## config.mk

```make
export PLATFORM = sky130hd
export DESIGN_NAME = mem_sram_controller
export DESIGN_NICKNAME = d
export VERILOG_FILES = /design/src/rtl/mem_sram_controller_pkg.sv /design/src/rtl/mem_sram_controller.sv
export SDC_FILE = /design/constraint.sdc
export NUM_CORES = 1
export LEC_CHECK = 0
export ABC_CLOCK_PERIOD_IN_PS = 5300
export BUFFER_PORTS_ARGS = -buffer_cell sky130_fd_sc_hd__buf_2
export CAP_MARGIN = 0
export CORE_MARGIN = 1.5
export CORE_UTILIZATION = 35
export DETAILED_ROUTE_END_ITERATION = 12
export SLEW_MARGIN = 40
export SYNTH_ARGS = -nofsm -noshare
export SYNTH_HDL_FRONTEND = slang
export SYNTH_SLANG_ARGS = --single-unit
```

## constraint.sdc

```tcl
create_clock -name clk -period 5.3 [get_ports clk]
set_clock_uncertainty 0.2 [all_clocks]
set_input_delay 0.795 -clock clk [delete_from_list [all_inputs] [get_ports clk]]
set_output_delay 0.795 -clock clk [all_outputs]
set_load 0.02 [all_outputs]
```

## src/rtl/mem_sram_controller_pkg.sv

```systemverilog
// mem_sram_controller_pkg: shared FSM state type and default SRAM base address
package mem_sram_controller_pkg;
   typedef enum logic [1:0] {IDLE, LOW, HIGH, DONE} state_t;
   localparam int SRAM_BASE_DEFAULT = 1024;
endpackage

```

## src/rtl/mem_sram_controller.sv

```systemverilog
// mem_sram_controller: splits 32-bit pipeline loads/stores into two held 16-bit SRAM half-accesses
// Ports: clk/rst (sync, active-high); rd_en/wr_en/address/write_data from EXE/MEM;
// read_data and sram_freeze back to the pipeline; sram_addr/sram_dq_out/sram_dq_oe/sram_we_n
// drive the SRAM, sram_dq_in returns SRAM read data.
module mem_sram_controller
   import mem_sram_controller_pkg::*;
#(
   parameter int HOLD_CYCLES = 2,
   parameter int SRAM_BASE = SRAM_BASE_DEFAULT
) (
   input  logic        clk,
   input  logic        rst,
   input  logic        rd_en,
   input  logic        wr_en,
   input  logic [31:0] address,
   input  logic [31:0] write_data,
   output logic [31:0] read_data,
   output logic        sram_freeze,
   output logic [17:0] sram_addr,
   output logic [15:0] sram_dq_out,
   output logic        sram_dq_oe,
   input  logic [15:0] sram_dq_in,
   output logic        sram_we_n
);
   state_t      state, state_n;
   logic [3:0]  cnt;
   logic [31:0] addr_q, wdata_q;
   logic [16:0] word;
   logic        op_wr, req, active, last, drive;
   always_comb begin
      req         = rd_en | wr_en;
      active      = state == LOW || state == HIGH;
      last        = active && cnt == 4'(HOLD_CYCLES - 1);
      drive       = active && op_wr;
      word        = 17'((addr_q - 32'(SRAM_BASE)) >> 2);
      state_n     = state == IDLE ? (req ? LOW : IDLE) :
                    state == DONE ? IDLE :
                    last ? (state == LOW ? HIGH : DONE) : state;
      sram_addr   = active ? {word, state == HIGH} : '0;
      sram_dq_out = drive ? (state == HIGH ? wdata_q[31:16] : wdata_q[15:0]) : '0;
      sram_dq_oe  = drive;
      sram_we_n   = !drive;
      // Combinational so the requesting instruction stalls in its very first cycle.
      sram_freeze = req && state != DONE;
   end
   always_ff @(posedge clk) begin
      if (rst) begin
         state     <= IDLE;
         cnt       <= '0;
         read_data <= '0;
         addr_q    <= '0;
         wdata_q   <= '0;
         op_wr     <= 1'b0;
      end else begin
         state <= state_n;
         cnt   <= (active && !last) ? cnt + 4'd1 : '0;
         if (state == IDLE && req) begin
            addr_q  <= address;
            wdata_q <= write_data;
            op_wr   <= wr_en;
         end
         // Sample each half on the final hold cycle, when the SRAM output has settled longest.
         if (last && !op_wr && state == LOW) read_data[15:0] <= sram_dq_in;
         if (last && !op_wr && state == HIGH) read_data[31:16] <= sram_dq_in;
      end
   end
endmodule

```

==> metrics.yaml, run 1 <==
global_routing:
  grt_max_degree: 54
  grt_pass1_wl_um: 14990
  grt.overflow.total: 0
  grt_usage: 0.1651
  antenna_found_initial: 0
  grt_pass1_vias: 3175
place:
  gp_congestion: 0.7543
  dpl.hpwl_um: 6294
  dp_cells: 699
  placed_area_mm2: 0.004499
  portBuffers: 137
min_path:
  min_path_type: "reg2reg"
clock_tree:
  cts-root-buf: "clkbuf_8"
  ctsLongestPathBuffers: 2
  cts_setup_buffers: 0
  tritoncts: "yes"
  h-tree-depth: 3
  clkLatencyLatePin_ns: 0.35
  clock_sinks: 88
  holdBufCountCts: 0
  path_clk_slew_ns: 0.09
  cts_resized: 0
  cts_buffers: 9
synthesis:
  synth_async_sr_flop_share: 0
  syn-cell-area_mm2: 0.003739
  ys_seq_area_frac: 0.4712
  netlist_instances: 452
  yosys_warnings: 0
  yosysMostFrequentCell: "nand2_1"
  synth-seq-cells: 88
  ys.flop_type: "dfxtp_1"
  syn_nets: 543
  synth_cell_types: 31
  synth_area_leader_cell: "dfxtp_1"
  avgSynthCellArea_um2: 8.271
  synthTopCellsByArea: "dfxtp_1, nand2_1, mux2i_1"
  synth_top_area_frac: 0.4712
  ys_top_cells_by_count: "nand2_1, dfxtp_1, a21oi_1"
  synth_edf_count: 0
final_layout:
  fin_nets: 665
  synthToLayoutAreaGrowth_pct: 25.13
  fin_area_mm2: 0.004678
  diodes: 0
  final_cell_count_no_fill: 715
  ff_latch_area_mm2: 0.001762
  multi_input_area_mm2: 0.001818
  fillers: 1043
  drive_gt1_frac: 0.2815
floorplanning:
  start_util: 0.3621
  pin_count: 153
  die-width_um: 106.4
  core_area_mm2: 0.01032
  row_count: 37
  die-area_mm2: 0.01131
  die_h_um: 106.4
run_status:
  status: "completed"
critical_path:
  max_stage_delay_ns: 0.68
  slowest_stage: "ha_1"
  critPathMaxFanout: 19
  path_cells: "inv_1, ha_1, nand2_1, nor2_1, buf_2"
  r2r_slack_ns: 2.60
  critPathRequiredTime_ns: 4.30
  crit_path_end_kind: "primary output"
  arrival_ns: 2.57
  critPathLaunchType: "flip-flop"
  critPathKind: "reg2out"
drt:
  drt_iter0_markers: 131
  routed_via_density: 4.660
  avgRoutedWirePerCell_um: 12.85
  drtPass1Iterations: 4
  drcViolationCount: 0
  ant_nets: 0
  vias: 3332
  finalWirelength_um: 9186
power_and_ir_drop:
  p_leak_nw: 2.191
  power.total_mw: 2.020
  powerDensity_mw_per_mm2: 431.8
  peakVddDrop_uv: 246.6
sta:
  slew_headroom: 0.4726
  rsz0062_at_grt: "false"
  worstMarginPinSlew_ns: 0.7811
  timing.fmax_ghz: 0.2804
  fin_tns_setup_ns: 0
  finalHoldViolations: 0
  finalCritPeriodShare: 0.6730
  finalSetupViolations: 0
  maxSlewViolCount: 0
  period_needed_ns: 3.567
run:
  drv_cap: 0
-- registers in the layout (all words and copies together), names as in the netlist --
name       cells
read_data     32
cnt            4
state          2
addr_q        17
wdata_q       32
op_wr          1
-- layout by cell type (no fill, tap or decap), types with 3 or more instances in the layout --
cell,count
a21oi_1,52
and2_1,8
buf_2,137
buf_4,4
clkbuf_8,9
dfxtp_1,88
ha_1,6
inv_1,9
mux2i_1,51
nand2_1,153
nor2_1,30
xnor2_1,3
-- kinds of logic (layout without fill, tap and decap cells) --
kind of cell | count (synthesis) | in the layout | share of synthesized area
AND/OR/NAND/NOR | 203 | 203 | 0.2246
AO/OA/AOI/OAI | 60 | 60 | 0.08534
multiplexers | 51 | 51 | 0.1365
buffers and inverters | 39 | 166 | 0.04953
XOR/XNOR | 4 | 4 | 0.009373
flip-flops | 88 | 88 | 0.4712
adder cells (fa/ha/maj) | 7 | 7 | 0.02343
-- path summary, 6_finish.rpt --
path | startpoint | end | cells after the start
setup / recovery | state[0] | sram_dq_out[9] | 5
hold / removal | addr_q[9] | addr_q[9] | 2
setup reg to reg | state[0] | read_data[20] | 5
hold reg to reg | addr_q[9] | addr_q[9] | 2
-- metal layers --
| metal | track usage | wire, µm | up-vias |
|---|---|---|---|
| met4 | 0.05985 | 131 | 0 |
| met1 | 0.2042 | 4023 | 1520 |
| met3 | 0.05334 | 673 | 10 |
| li1 | - | - | 1705 |
| met5 | 0 | 0 | - |
| met2 | 0.2677 | 4358 | 97 |
-- per-stage QoR --
stage	util	worst slack (ns)	hold slack [ns]
6_report	0.4532	1.733	0.2536
5_1_grt	0.4532	1.472	0.2760
4_1_cts	0.4532	1.710	0.2578
3_5_place_dp	0.4358	2.092	0.2453
3_3_place_gp	0.4350	2.276	0.2387
2_1_floorplan	-	2.652	0.2317
-- layout make-up --
class | instances | area share
multi-input combinational | 325 | 0.3886
inverter | 9 | 0.007221
clock buffer | 9 | 0.02648
clock inverter | 7 | 0.01177
tap | 136 | 0.03637
timing repair buffer | 141 | 0.1530
sequential | 88 | 0.3766
-- critical path, delay by kind of cell, from the launching register on --
family	cells	cell delay, ns
flops	1	0.38
fa+ha+maj	1	0.68
buf+inv	2	0.29
simple gates	2	0.86
-- where the power goes --
group / switching, mW / total, mW / internal [mW]
sequential: 0.0643 / 0.831 / 0.767
clock: 0.250 / 0.426 / 0.176
combinational: 0.492 / 0.763 / 0.271
total: 0.806 / 2.02 / 1.21
Power figures use the tool's default switching activity.
==> run 2: changes to the inputs <==
--- a/config.mk
+++ b/config.mk
@@ -5,7 +5,7 @@
 export SDC_FILE = /design/constraint.sdc
 export NUM_CORES = 1
 export LEC_CHECK = 0
-export ABC_CLOCK_PERIOD_IN_PS = 5300
+export ABC_CLOCK_PERIOD_IN_PS = 3000
 export BUFFER_PORTS_ARGS = -buffer_cell sky130_fd_sc_hd__buf_2
 export CAP_MARGIN = 0
 export CORE_MARGIN = 1.5
==> constraint.sdc (replaced) <==
create_clock -name clk -period 3 [get_ports clk]
set_clock_uncertainty 0.2 [all_clocks]
set_input_delay 0.45 -clock clk [delete_from_list [all_inputs] [get_ports clk]]
set_output_delay 0.45 -clock clk [all_outputs]
set_load 0.02 [all_outputs]
==> run 2 against run 1 <==
Net effect: critical path type unchanged; utilization increased by 0.25 points; clock-buffer cell count is 2 higher; die area did not move.
==> metrics.yaml, run 2 (same netlist as run 1, synthesis figures left out) <==
floorplanning:
  die_h_um: 106.4  # unchanged
  die-width_um: 106.4  # unchanged
  core_area_mm2: 0.01032  # unchanged
  die-area_mm2: 0.01131  # unchanged
  start_util: 0.3621  # unchanged
  row_count: 37  # unchanged
  pin_count: 153  # unchanged
clock_tree:
  holdBufCountCts: 0  # unchanged
  cts_resized: 0  # unchanged
  cts_buffers: 9  # unchanged
  ctsLongestPathBuffers: 2  # unchanged
  clock_sinks: 88  # unchanged
  cts_setup_buffers: 0  # unchanged
  path_clk_slew_ns: 0.10  # about the same
  h-tree-depth: 3  # unchanged
  clkLatencyLatePin_ns: 0.35  # about the same
  tritoncts: "yes"
  cts-root-buf: "clkbuf_8"
drt:
  routed_via_density: 4.667  # +0.14%
  drcViolationCount: 0  # unchanged
  finalWirelength_um: 9284  # +1.1%
  avgRoutedWirePerCell_um: 12.89  # +0.36%
  drtPass1Iterations: 4  # unchanged
  ant_nets: 0  # unchanged
  vias: 3360  # +0.84%
  drt_iter0_markers: 139  # +6.1%
global_routing:
  grt_pass1_wl_um: 15100  # +0.79%
  grt.overflow.total: 0  # unchanged
  antenna_found_initial: 1  # +1
  grt_usage: 0.1662  # +0.001083
  grt_pass1_vias: 3272  # +3.1%
  grt_max_degree: 53  # -1.9%
final_layout:
  final_cell_count_no_fill: 720  # +0.70%
  final_util: 0.4557  # +0.002545
  reg.largest.list: "read_data: 32 flops, wdata_q: 32 flops, addr_q: 17 flops"
  final_common_cell: "nand2_1"
  drive_gt1_frac: 0.2830  # +0.001499
  fin_area_mm2: 0.004705  # +0.56%
  synthToLayoutAreaGrowth_pct: 25.84
  layout_common_cells: "nand2_1, buf_2, dfxtp_1"
  fin_nets: 669  # +0.60%
place:
  dpl.hpwl_um: 6356  # +0.98%
  portBuffers: 137  # unchanged
  gp_congestion: 0.7647  # +1.4%
  placed_area_mm2: 0.004521  # +0.47%
  dp_cells: 703  # +0.57%
critical_path:
  critPathMaxFanout: 18  # -1
  slowest_stage: "nand2_1"
  crit-reg2reg-launch: "state[1]"
  crit_family: "simple AND/OR/NAND/NOR gates"
  arrival_ns: 2.12  # -0.45 ns
  crit_path_end_kind: "primary output"
  critPathKind: "reg2out"
  r2r_slack_ns: 0.68  # -1.92 ns
  worst_r2r_endpoint: "read_data[22]"
  critPathBufInv: 2  # unchanged
  critPathRequiredTime_ns: 2.35  # -1.95 ns
  path_cells: "inv_1, ha_1, nand2_1, nor2_1, buf_2"
  rr_worst_depth: 5  # unchanged
  max_stage_delay_ns: 0.45  # -0.23 ns
  critPathLaunchType: "flip-flop"
sta:
  slew_headroom: 0.5235  # +0.05087
  maxSlewViolCount: 0  # unchanged
  rsz0062_at_grt: "false"
  period_needed_ns: 2.767
  timing.fmax_ghz: 0.3614
  worstMarginPinSlew_ns: 0.7058  # -0.07535 ns
  finalCritPeriodShare: 0.9224
  finalHoldViolations: 0  # unchanged
  finalSetupViolations: 0  # unchanged
  fin_tns_setup_ns: 0  # unchanged
min_path:
  holdPathEnd: "wdata_q[11]"
  min_path_type: "in2reg"
  worstHoldStart: "write_data[11]"
  hold_depth: 3  # +1
power_and_ir_drop:
  powerDensity_mw_per_mm2: 765.4  # +77%
  p_leak_nw: 2.202  # +0.50%
  peakVddDrop_uv: 418.2  # +70%
run_status:
  status: "completed"
run:
  drv_cap: 0  # unchanged
[run 2: cell types whose count changed in the layout (fill, tap and decap cells not counted), sizes merged]
cell / previous run / this run
diode: 0 / 1
buf: 141 / 145
clkbuf: 9 / 11
clkinvlp: 1 / 3
clkinv: 3 / 1
inv: 12 / 10
[run 2: worst max path at each step]
stage,startpoint,end,slack (ns),cells past startpoint
2_1_floorplan,state[0],sram_dq_out[10],0.70,6
3_3_place_gp,state[0],sram_dq_out[9],0.60,5
3_5_place_dp,state[1],sram_dq_out[0],0.60,5
4_1_cts,state[1],sram_dq_out[0],0.18,5
5_1_grt,state[0],sram_dq_out[7],0.04,5
6_report,state[1],sram_dq_out[7],0.23,5
[run 2: layer usage]
metal | global-route usage | wire (µm) | up-vias | part of all wire
met5 | 0 | 0 | - | 0
met4 | 0.06757 | 134 | 0 | 0.014
met3 | 0.05028 | 682 | 12 | 0.073
met2 | 0.2594 | 4167 | 98 | 0.45
met1 | 0.2131 | 4300 | 1532 | 0.46
li1 | - | - | 1718 | -
[run 2: cell type report]
type | instances | area (µm²)
repair buffers | 145 | 745.7
clock inverters | 5 | 40.04
flip-flops and latches | 88 | 1762
fillers | 1066 | 5619
diodes | 1 | 2.502
clock buffers | 11 | 141.4
inverters | 9 | 33.78
multi-input cells | 325 | 1809
well taps | 136 | 170.2
[run 2: worst min-delay path: cells and delay by family]
kind / cells / cell delay [ns]
buf+inv: 1 / 0.09
simple gates: 1 / 0.04
compound gates: 1 / 0.05
[run 2: metrics by stage]
step | worst slack, ns | hold slack, ns | power [mW]
floorplan | 0.6970 | 0.2317 | 2.477
global placement | 0.6000 | 0.2375 | 2.838
detailed placement | 0.5986 | 0.2456 | 2.870
CTS | 0.1848 | 0.1061 | 3.645
global route | 0.04322 | 0.1096 | 3.871
finish | 0.2329 | 0.1240 | 3.601
[run 2: report_power, final]
group | switching [mW] | internal, mW | leakage [nW] | total, mW
Combinational | 0.873 | 0.495 | 1.40 | 1.37
Sequential | 0.115 | 1.35 | 0.718 | 1.47
Clock | 0.434 | 0.329 | 0.0822 | 0.763
